==> config.mk <==
export PLATFORM = sky130hd
export DESIGN_NAME = cpu_control_fsm
export DESIGN_NICKNAME = d
export VERILOG_FILES = /design/src/rtl/cpu_pkg.sv /design/src/rtl/cpu_control_fsm.sv
export SDC_FILE = /design/constraint.sdc
export NUM_CORES = 1
export LEC_CHECK = 0
export ABC_AREA = 1
export CAP_MARGIN = 30
export CORE_MARGIN = 5
export CORE_UTILIZATION = 50
export DETAILED_ROUTE_END_ITERATION = 10
export DONT_BUFFER_PORTS = 1
export PLACE_DENSITY_LB_ADDON = 0.25
export RECOVER_POWER = 50
export SLEW_MARGIN = 20
export SYNTH_ARGS = -nofsm -noshare
export SYNTH_HDL_FRONTEND = slang
export SYNTH_SLANG_ARGS = --single-unit
==> constraint.sdc <==
create_clock -name clk -period 1.85 [get_ports clk]
set_clock_uncertainty 0.2 [all_clocks]
set_input_delay 0.555 -clock clk [delete_from_list [all_inputs] [get_ports clk]]
set_output_delay 0.555 -clock clk [all_outputs]
set_load 0.01 [all_outputs]
==> src/rtl/cpu_pkg.sv <==
// Shared definitions for the multi-cycle control sequencer: opcodes, FSM states,
// ALU function codes and datapath select encodings.
package cpu_pkg;

    localparam logic [5:0] OP_ADD    = 6'd0;
    localparam logic [5:0] OP_SUB    = 6'd1;
    localparam logic [5:0] OP_AND    = 6'd2;
    localparam logic [5:0] OP_OR     = 6'd3;
    localparam logic [5:0] OP_COM    = 6'd4;
    localparam logic [5:0] OP_ADDI   = 6'd5;
    localparam logic [5:0] OP_SUBI   = 6'd6;
    localparam logic [5:0] OP_ANDI   = 6'd7;
    localparam logic [5:0] OP_ORI    = 6'd8;
    localparam logic [5:0] OP_LDI    = 6'd9;
    localparam logic [5:0] OP_LUI    = 6'd10;
    localparam logic [5:0] OP_LW     = 6'd11;
    localparam logic [5:0] OP_SW     = 6'd12;
    localparam logic [5:0] OP_LWI    = 6'd13;
    localparam logic [5:0] OP_SWI    = 6'd14;
    localparam logic [5:0] OP_BNZ    = 6'd15;
    localparam logic [5:0] OP_BPL    = 6'd16;
    localparam logic [5:0] OP_JMP    = 6'd17;
    localparam logic [5:0] OP_JR     = 6'd18;
    localparam logic [5:0] OP_JAL    = 6'd19;
    localparam logic [5:0] OP_FPADD  = 6'd20;
    localparam logic [5:0] OP_FPMULT = 6'd21;
    localparam logic [5:0] OP_MAX    = 6'd21;

    typedef enum logic [2:0] {
        S_IDLE    = 3'd0,
        S_FETCH   = 3'd1,
        S_DECODE  = 3'd2,
        S_EXEC    = 3'd3,
        S_MEM     = 3'd4,
        S_FP_WAIT = 3'd5,
        S_WB      = 3'd6,
        S_TRAP    = 3'd7
    } state_t;

    typedef enum logic [3:0] {
        ALU_ADD   = 4'd0,
        ALU_SUB   = 4'd1,
        ALU_AND   = 4'd2,
        ALU_OR    = 4'd3,
        ALU_COM   = 4'd4,
        ALU_PASSA = 4'd5,
        ALU_PASSB = 4'd6,
        ALU_LUI   = 4'd7
    } alu_op_t;

    localparam logic [1:0] PC_SEL_INC = 2'd0;
    localparam logic [1:0] PC_SEL_IMM = 2'd1;
    localparam logic [1:0] PC_SEL_RZ  = 2'd2;

    localparam logic [1:0] WB_SEL_ALU = 2'd0;
    localparam logic [1:0] WB_SEL_MEM = 2'd1;
    localparam logic [1:0] WB_SEL_PC  = 2'd2;
    localparam logic [1:0] WB_SEL_FP  = 2'd3;

    typedef struct packed {
        alu_op_t op;
        logic    imm;
    } alu_ctl_t;

    // Operations without an ALU role fall back to a plain ADD of registers.
    function automatic alu_ctl_t alu_ctrl(input logic [5:0] op);
        alu_ctl_t ctl;
        ctl.op  = ALU_ADD;
        ctl.imm = 1'b0;
        case (op)
            OP_ADD:        ctl.op = ALU_ADD;
            OP_SUB:        ctl.op = ALU_SUB;
            OP_AND:        ctl.op = ALU_AND;
            OP_OR:         ctl.op = ALU_OR;
            OP_COM:        ctl.op = ALU_COM;
            OP_ADDI:       begin ctl.op = ALU_ADD;   ctl.imm = 1'b1; end
            OP_SUBI:       begin ctl.op = ALU_SUB;   ctl.imm = 1'b1; end
            OP_ANDI:       begin ctl.op = ALU_AND;   ctl.imm = 1'b1; end
            OP_ORI:        begin ctl.op = ALU_OR;    ctl.imm = 1'b1; end
            OP_LDI:        begin ctl.op = ALU_PASSB; ctl.imm = 1'b1; end
            OP_LUI:        begin ctl.op = ALU_LUI;   ctl.imm = 1'b1; end
            OP_LW, OP_SW:  ctl.op = ALU_PASSA;
            OP_LWI, OP_SWI: begin ctl.op = ALU_PASSB; ctl.imm = 1'b1; end
            default:       ctl.op = ALU_ADD;
        endcase
        return ctl;
    endfunction

    function automatic logic is_load(input logic [5:0] op);
        return (op == OP_LW) || (op == OP_LWI);
    endfunction

endpackage

==> src/rtl/cpu_control_fsm.sv <==
// Multi-cycle control sequencer: fetch/decode/execute/memory/FP-wait/write-back
// with a sticky trap state, an FP timeout counter and a retired-instruction counter.
module cpu_control_fsm
    import cpu_pkg::*;
#(
    parameter int FP_TIMEOUT = 64,
    parameter int CNT_W      = 32
) (
    input  logic             clk,
    input  logic             rst_n,
    input  logic [5:0]       opcode,
    input  logic             zero_flag,
    input  logic             neg_flag,
    input  logic             mem_ready,
    input  logic             fp_done,
    output logic             ir_load,
    output logic             pc_load,
    output logic [1:0]       pc_sel,
    output logic             addr_sel,
    output logic             mem_re,
    output logic             mem_we,
    output logic [3:0]       alu_op,
    output logic             alu_src_imm,
    output logic             reg_we,
    output logic [1:0]       wb_sel,
    output logic             fp_start,
    output logic             fp_op,
    output logic             trap,
    output logic [CNT_W-1:0] retired
);

    localparam int FPC_W = (FP_TIMEOUT > 2) ? $clog2(FP_TIMEOUT) : 1;
    localparam logic [FPC_W-1:0] FP_LAST = FPC_W'(FP_TIMEOUT - 1);

    state_t            state_r;
    state_t            state_s;
    logic [5:0]        op_r;
    logic [FPC_W-1:0]  fp_cnt_r;
    logic [CNT_W-1:0]  retired_r;
    logic              retire_s;
    alu_ctl_t          alu_ctl_s;

    assign retired = retired_r;

    // State register, latched opcode, FP timeout counter and retired counter.
    always_ff @(posedge clk or negedge rst_n) begin
        if (!rst_n) begin
            state_r   <= S_IDLE;
            op_r      <= 6'd0;
            fp_cnt_r  <= '0;
            retired_r <= '0;
        end else begin
            state_r <= state_s;
            if (state_r == S_DECODE) begin
                op_r <= opcode;
            end
            if (state_r == S_EXEC) begin
                fp_cnt_r <= '0;
            end else if (state_r == S_FP_WAIT) begin
                fp_cnt_r <= fp_cnt_r + FPC_W'(1);
            end
            if (retire_s) begin
                retired_r <= retired_r + CNT_W'(1);
            end
        end
    end

    // Next-state and output decode from the current state and latched opcode.
    always_comb begin
        state_s     = state_r;
        ir_load     = 1'b0;
        pc_load     = 1'b0;
        pc_sel      = PC_SEL_INC;
        addr_sel    = 1'b0;
        mem_re      = 1'b0;
        mem_we      = 1'b0;
        alu_op      = ALU_ADD;
        alu_src_imm = 1'b0;
        reg_we      = 1'b0;
        wb_sel      = WB_SEL_ALU;
        fp_start    = 1'b0;
        fp_op       = 1'b0;
        trap        = 1'b0;
        alu_ctl_s   = alu_ctrl(op_r);

        case (state_r)
            S_IDLE: begin
                state_s = S_FETCH;
            end
            S_FETCH: begin
                mem_re = 1'b1;
                if (mem_ready) begin
                    ir_load = 1'b1;
                    pc_load = 1'b1;
                    state_s = S_DECODE;
                end else begin
                    state_s = S_FETCH;
                end
            end
            S_DECODE: begin
                // Decide on the live opcode; op_r only holds it from EXEC onward.
                if (opcode > OP_MAX) begin
                    state_s = S_TRAP;
                end else begin
                    state_s = S_EXEC;
                end
            end
            S_EXEC: begin
                alu_op      = alu_ctl_s.op;
                alu_src_imm = alu_ctl_s.imm;
                case (op_r)
                    OP_ADD, OP_SUB, OP_AND, OP_OR, OP_COM,
                    OP_ADDI, OP_SUBI, OP_ANDI, OP_ORI, OP_LDI, OP_LUI: begin
                        state_s = S_WB;
                    end
                    OP_LW, OP_SW, OP_LWI, OP_SWI: begin
                        state_s = S_MEM;
                    end
                    OP_BNZ, OP_BPL: begin
                        if (((op_r == OP_BNZ) && !zero_flag) || ((op_r == OP_BPL) && !neg_flag)) begin
                            pc_load = 1'b1;
                            pc_sel  = PC_SEL_IMM;
                        end else begin
                            pc_load = 1'b0;
                        end
                        state_s = S_FETCH;
                    end
                    OP_JMP: begin
                        pc_load = 1'b1;
                        pc_sel  = PC_SEL_IMM;
                        state_s = S_FETCH;
                    end
                    OP_JR: begin
                        pc_load = 1'b1;
                        pc_sel  = PC_SEL_RZ;
                        state_s = S_FETCH;
                    end
                    OP_JAL: begin
                        state_s = S_WB;
                    end
                    OP_FPADD, OP_FPMULT: begin
                        fp_start = 1'b1;
                        fp_op    = (op_r == OP_FPMULT);
                        state_s  = S_FP_WAIT;
                    end
                    default: begin
                        state_s = S_TRAP;
                    end
                endcase
            end
            S_MEM: begin
                addr_sel    = 1'b1;
                alu_op      = alu_ctl_s.op;
                alu_src_imm = alu_ctl_s.imm;
                if (is_load(op_r)) begin
                    mem_re = 1'b1;
                end else begin
                    mem_we = 1'b1;
                end
                if (!mem_ready) begin
                    state_s = S_MEM;
                end else if (is_load(op_r)) begin
                    state_s = S_WB;
                end else begin
                    state_s = S_FETCH;
                end
            end
            S_FP_WAIT: begin
                fp_op = (op_r == OP_FPMULT);
                // A result arriving on the final count still completes normally.
                if (fp_done) begin
                    state_s = S_WB;
                end else if (fp_cnt_r == FP_LAST) begin
                    state_s = S_TRAP;
                end else begin
                    state_s = S_FP_WAIT;
                end
            end
            S_WB: begin
                reg_we      = 1'b1;
                alu_op      = alu_ctl_s.op;
                alu_src_imm = alu_ctl_s.imm;
                case (op_r)
                    OP_LW, OP_LWI:       wb_sel = WB_SEL_MEM;
                    OP_JAL: begin
                        wb_sel  = WB_SEL_PC;
                        pc_load = 1'b1;
                        pc_sel  = PC_SEL_IMM;
                    end
                    OP_FPADD, OP_FPMULT: wb_sel = WB_SEL_FP;
                    default:             wb_sel = WB_SEL_ALU;
                endcase
                state_s = S_FETCH;
            end
            S_TRAP: begin
                trap    = 1'b1;
                state_s = S_TRAP;
            end
            default: begin
                state_s = S_TRAP;
            end
        endcase

        retire_s = (state_s == S_FETCH) && (state_r != S_FETCH) && (state_r != S_IDLE);
    end

endmodule

==> impl_metrics.prom, run 1 <==
# TYPE chip_impl_metric gauge
chip_impl_info{name="run_status",value="complete, but fails checks"} 1
chip_impl_info{name="violations",value="negative hold slack, negative setup slack"} 1
chip_impl_metric{name="post_dp_cell_area",unit="µm²"} 4210
chip_impl_metric{name="drt_first_pass_iters",unit=""} 5
chip_impl_metric{name="synthesis_warnings",unit=""} 0
chip_impl_metric{name="wirelength",unit="mm"} 11.6
chip_impl_metric{name="power.share.switching",unit="%"} 45.3
chip_impl_metric{name="ir_drop",unit="µV"} 1160
chip_impl_info{name="path_cells",value="buf_12 -> nor2_4 -> nand2_2 -> a211oi_1 -> o21ai_2 -> o21ai_2 -> nor2_1 -> o21ai_2"} 1
chip_impl_metric{name="synth_top_area_share",unit="%"} 35.7
chip_impl_metric{name="power.switching",unit="µW"} 3350
chip_impl_metric{name="setup_violations",unit=""} 49
chip_impl_metric{name="clk_path_buf_depth",unit=""} 2
chip_impl_metric{name="max_cap_viol_count",unit=""} 0
chip_impl_metric{name="rows",unit=""} 29
chip_impl_metric{name="power_report.internal_total",unit="µW"} 4050
chip_impl_metric{name="multi_input_comb_area",unit="µm²"} 2220
chip_impl_metric{name="grt_pass1_vias",unit=""} 3743
chip_impl_metric{name="cts.reportedPaths.clkPinSlew",unit="ns"} 0.09
chip_impl_metric{name="port_buffers",unit=""} 0
chip_impl_metric{name="chipWidth",unit="µm"} 91.1
chip_impl_info{name="type_of_element_launching_the_critical_path",value="register"} 1
chip_impl_metric{name="fin_crit_sh",unit="%"} 136
chip_impl_metric{name="detail_route.iter0.violations",unit=""} 203
chip_impl_metric{name="maxClockFrequency",unit="MHz"} 398
chip_impl_metric{name="place_congestion",unit=""} 0.957
chip_impl_metric{name="dieHeight",unit="µm"} 91.1
chip_impl_metric{name="crit_required",unit="ns"} 1.09
chip_impl_info{name="cts_tree",value="done"} 1
chip_impl_metric{name="post_synth_inst_count",unit=""} 487
chip_impl_metric{name="synth-async-reset-ratio",unit="%"} 100
chip_impl_metric{name="dp_hpwl",unit="mm"} 7.12
chip_impl_metric{name="postSynthAreaPerCell",unit="µm²"} 6.76
chip_impl_metric{name="grt_first_pass_wirelength",unit="mm"} 18.0
chip_impl_metric{name="synth_edf_count",unit=""} 0
chip_impl_info{name="critical-path-slowest-cell",value="dfrtp_2"} 1
chip_impl_metric{name="antenna_violating_nets_post_route",unit=""} 0
chip_impl_metric{name="clock_network_latency_to_the_later_pin_of_the_worst_skew_pair",unit="ns"} 0.31
chip_impl_metric{name="drt-vias-per-instance",unit=""} 5.50
chip_impl_metric{name="drc",unit=""} 0
chip_impl_metric{name="final_critical_path_setup_slack",unit="ns"} -0.663
chip_impl_metric{name="critical_path_peak_fanout",unit=""} 4
chip_impl_info{name="worstSetupEndpointType",value="output port"} 1
chip_impl_metric{name="core",unit="µm²"} 6390
chip_impl_info{name="most_instantiated_flip_flop_cell_in_the_synthesis_netlist",value="dfrtp_1"} 1
chip_impl_metric{name="final-seq-area",unit="µm²"} 1190
chip_impl_metric{name="cts_sinks",unit=""} 47
chip_impl_metric{name="grt-ovfl-total",unit=""} 0
chip_impl_metric{name="finish.instance_area",unit="µm²"} 5040
chip_impl_metric{name="number_of_antenna_violations_at_the_first_check_in_global_routing",unit=""} 0
chip_impl_metric{name="worst_path_largest_cell_delay",unit="ns"} 0.45
chip_impl_metric{name="postSynthRegisterBits",unit=""} 47
chip_impl_metric{name="cts_max_level",unit=""} 2
chip_impl_metric{name="syn_to_final_growth",unit="%"} 53.0
chip_impl_metric{name="mappedNetlistArea",unit="µm²"} 3290
chip_impl_metric{name="wire_per_inst",unit="µm"} 16.6
chip_impl_metric{name="largest_net_degree_at_the_start_of_global_routing",unit=""} 48
chip_impl_info{name="critical-path-top-cell-by-count",value="o21ai_2"} 1
chip_impl_metric{name="design.portCount",unit=""} 62
chip_impl_metric{name="number_of_clock_buffers_inserted_by_tritoncts",unit=""} 5
chip_impl_metric{name="cellLeakagePower",unit="µW"} 0.00250
chip_impl_metric{name="cp_data_arrival_time",unit="ns"} 1.76
chip_impl_info{name="clk_root_buffer_cell",value="clkbuf_8"} 1
chip_impl_metric{name="grt_use_total",unit="%"} 26.3
chip_impl_metric{name="pwr_per_cell_area",unit="nW/µm²"} 1470
chip_impl_metric{name="filler_cell_count",unit=""} 441
chip_impl_metric{name="combPwrFrac",unit="%"} 70.0
chip_impl_metric{name="fin_nets",unit=""} 634
chip_impl_metric{name="period_minus_slack",unit="ns"} 2.51
chip_impl_metric{name="mappedNetlistNets",unit=""} 501
chip_impl_info{name="post_synthesis_cell_type_with_the_largest_combined_area",value="dfrtp_1"} 1
chip_impl_info{name="rsz0062_at_grt",value="true"} 1
chip_impl_metric{name="finalMaxSlewViolations",unit=""} 0
chip_impl_metric{name="dp_worst_setup_slack",unit="ns"} -0.436
chip_impl_info{name="cp_class",value="reg2out"} 1
chip_impl_metric{name="start_util",unit="%"} 51.5
chip_impl_info{name="min-delay-path-class",value="in2async"} 1
chip_impl_info{name="synth_area_leaders",value="dfrtp_1, nand2_1, nand3_1"} 1
chip_impl_metric{name="antennaDiodeCount",unit=""} 0
chip_impl_metric{name="die_outline_area",unit="µm²"} 8310
chip_impl_metric{name="setup_tns",unit="ns"} -21.26
chip_impl_metric{name="route.vias.total",unit=""} 3840
chip_impl_metric{name="power.share.sequential",unit="%"} 20.5
chip_impl_metric{name="synth_seq_area_share",unit="%"} 35.7
chip_impl_metric{name="finalHoldViolCount",unit=""} 47
chip_impl_metric{name="post-layout-total-power",unit="µW"} 7400
chip_impl_metric{name="post_route_cells_drive_above_1_share",unit="%"} 40.4
chip_impl_metric{name="fin_worst_hold_slack",unit="ns"} -0.271
chip_impl_metric{name="clock_power_share",unit="%"} 9.5
chip_impl_metric{name="ys_types",unit=""} 31
==> sequential cells by signal (all words and copies together) (netlist names) <==
name and cells:
state_r 3, fp_cnt_r 6, op_r 6, retired 32
==> logic make-up after synthesis <==
logic type      count (synthesis)  share of synthesized area [%]
compound gates                 26                           4.52
xor+xnor                       27                           7.18
fa+ha+maj                       2                          0.760
buf+inv                        60                           8.59
flops                          47                           35.7
other cells                     1                          0.114
simple gates                  324                           43.1
==> metrics by stage <==
stage | std cells | hold WS, ns | util (%)
3_5_place_dp | 656 | 0.0606 | 65.9
2_1_floorplan | 487 | 0.0594 | -
6_report | 698 | -0.271 | 78.9
3_3_place_gp | 656 | 0.0610 | 65.9
5_1_grt | 698 | -0.279 | 78.9
4_1_cts | 690 | -0.270 | 75.7
==> layout by cell type (no fill, tap or decap), drive strengths merged, types with 2 or more instances in the layout <==
master | Yosys | final
nor3b | 2 | 2
dfrtp | 47 | 47
a21oi | 5 | 5
xor2 | 18 | 18
nand3 | 65 | 65
nand2 | 167 | 167
inv | 46 | 47
nand4 | 5 | 5
xnor2 | 9 | 9
o21ai | 15 | 15
ha | 2 | 2
clkbuf | 0 | 8
nor3 | 20 | 20
buf | 12 | 137
nor2 | 61 | 62
nand3b | 3 | 3
==> worst paths after layout <==
path / cells past startpoint / to / startpoint / slack, ns
setup / recovery: 8 / pc_load / op_r[5]$_DFFE_PN0P_ / -0.66
max in group asynchronous: 0 / state_r[1]$_DFF_PN0_ / rst_n / 1.62
min in group clk: 2 / op_r[2]$_DFFE_PN0P_ / opcode[2] / 0.18
hold / removal: 0 / retired[12]$_DFFE_PN0P_ / rst_n / -0.27
hold reg to reg: 2 / retired[7]$_DFFE_PN0P_ / retired[7]$_DFFE_PN0P_ / 0.39
setup reg to reg: 16 / retired[8]$_DFFE_PN0P_ / op_r[4]$_DFFE_PN0P_ / -0.45
==> final cells by class <==
type                            count  area share [%]
Clock buffer                        8            1.99
Timing Repair Buffer              137            24.6
Tap cell                           77            1.91
Sequential cell                    47            23.6
Inverter                           48            3.78
Multi-Input combinational cell    381            44.2
==> per-layer routing <==
metal  GRT usage [%]  part of all wire (%)  vias up
li1                -                     -     1830
met1            30.8                    37     1806
met2            45.7                    52      162
met3            5.87                   7.2       42
met4            11.6                   3.9        0
met5               0                     0        -
==> cells in the mapped netlist, drive strengths merged, types with 2 or more instances <==
cell	n
clkinv	2
dfrtp	47
nor3b	2
nand3	65
xor2	18
o21ai	15
nand3b	3
nand2	167
nor3	20
buf	12
ha	2
a21oi	5
nand4	5
nor2	61
xnor2	9
inv	46
==> repair_timing <==
action | in CTS | in global routing
setup endpoints to repair | 49 | 50
setup buffers | 22 | 11
endpoints found under the hold margin | 47 | 47
gates resized for setup | 77 | 47
cloned | 4 | 0
pin swaps | 17 | 29
==> critical path: cells and delay by family, from the launching register on <==
family | cells | cell delay, ns
buffers and inverters | 1 | 0.14
flip-flops | 1 | 0.45
AO/OA/AOI/OAI | 4 | 0.52
AND/OR/NAND/NOR | 3 | 0.34
==> power by group through the flow <==
stage	Clock, µW	Combinational (µW)	Sequential, µW
global placement	0	3010	1460
global route	755	5450	1550
floorplan	0	2000	1430
finish	704	5170	1520
detailed placement	0	3060	1460
CTS	706	4630	1490
No activity file was read; power rests on OpenSTA's default activity.
==> run 2, diff against run 1 <==
--- a/config.mk
+++ b/config.mk
@@ -12,7 +12,7 @@
 export DETAILED_ROUTE_END_ITERATION = 10
 export DONT_BUFFER_PORTS = 1
 export PLACE_DENSITY_LB_ADDON = 0.25
-export RECOVER_POWER = 50
+export RECOVER_POWER = 25
 export SLEW_MARGIN = 20
 export SYNTH_ARGS = -nofsm -noshare
 export SYNTH_HDL_FRONTEND = slang
==> results of run 2 <==
No change in the layout: final DEF, timing and power equal those of run 1.
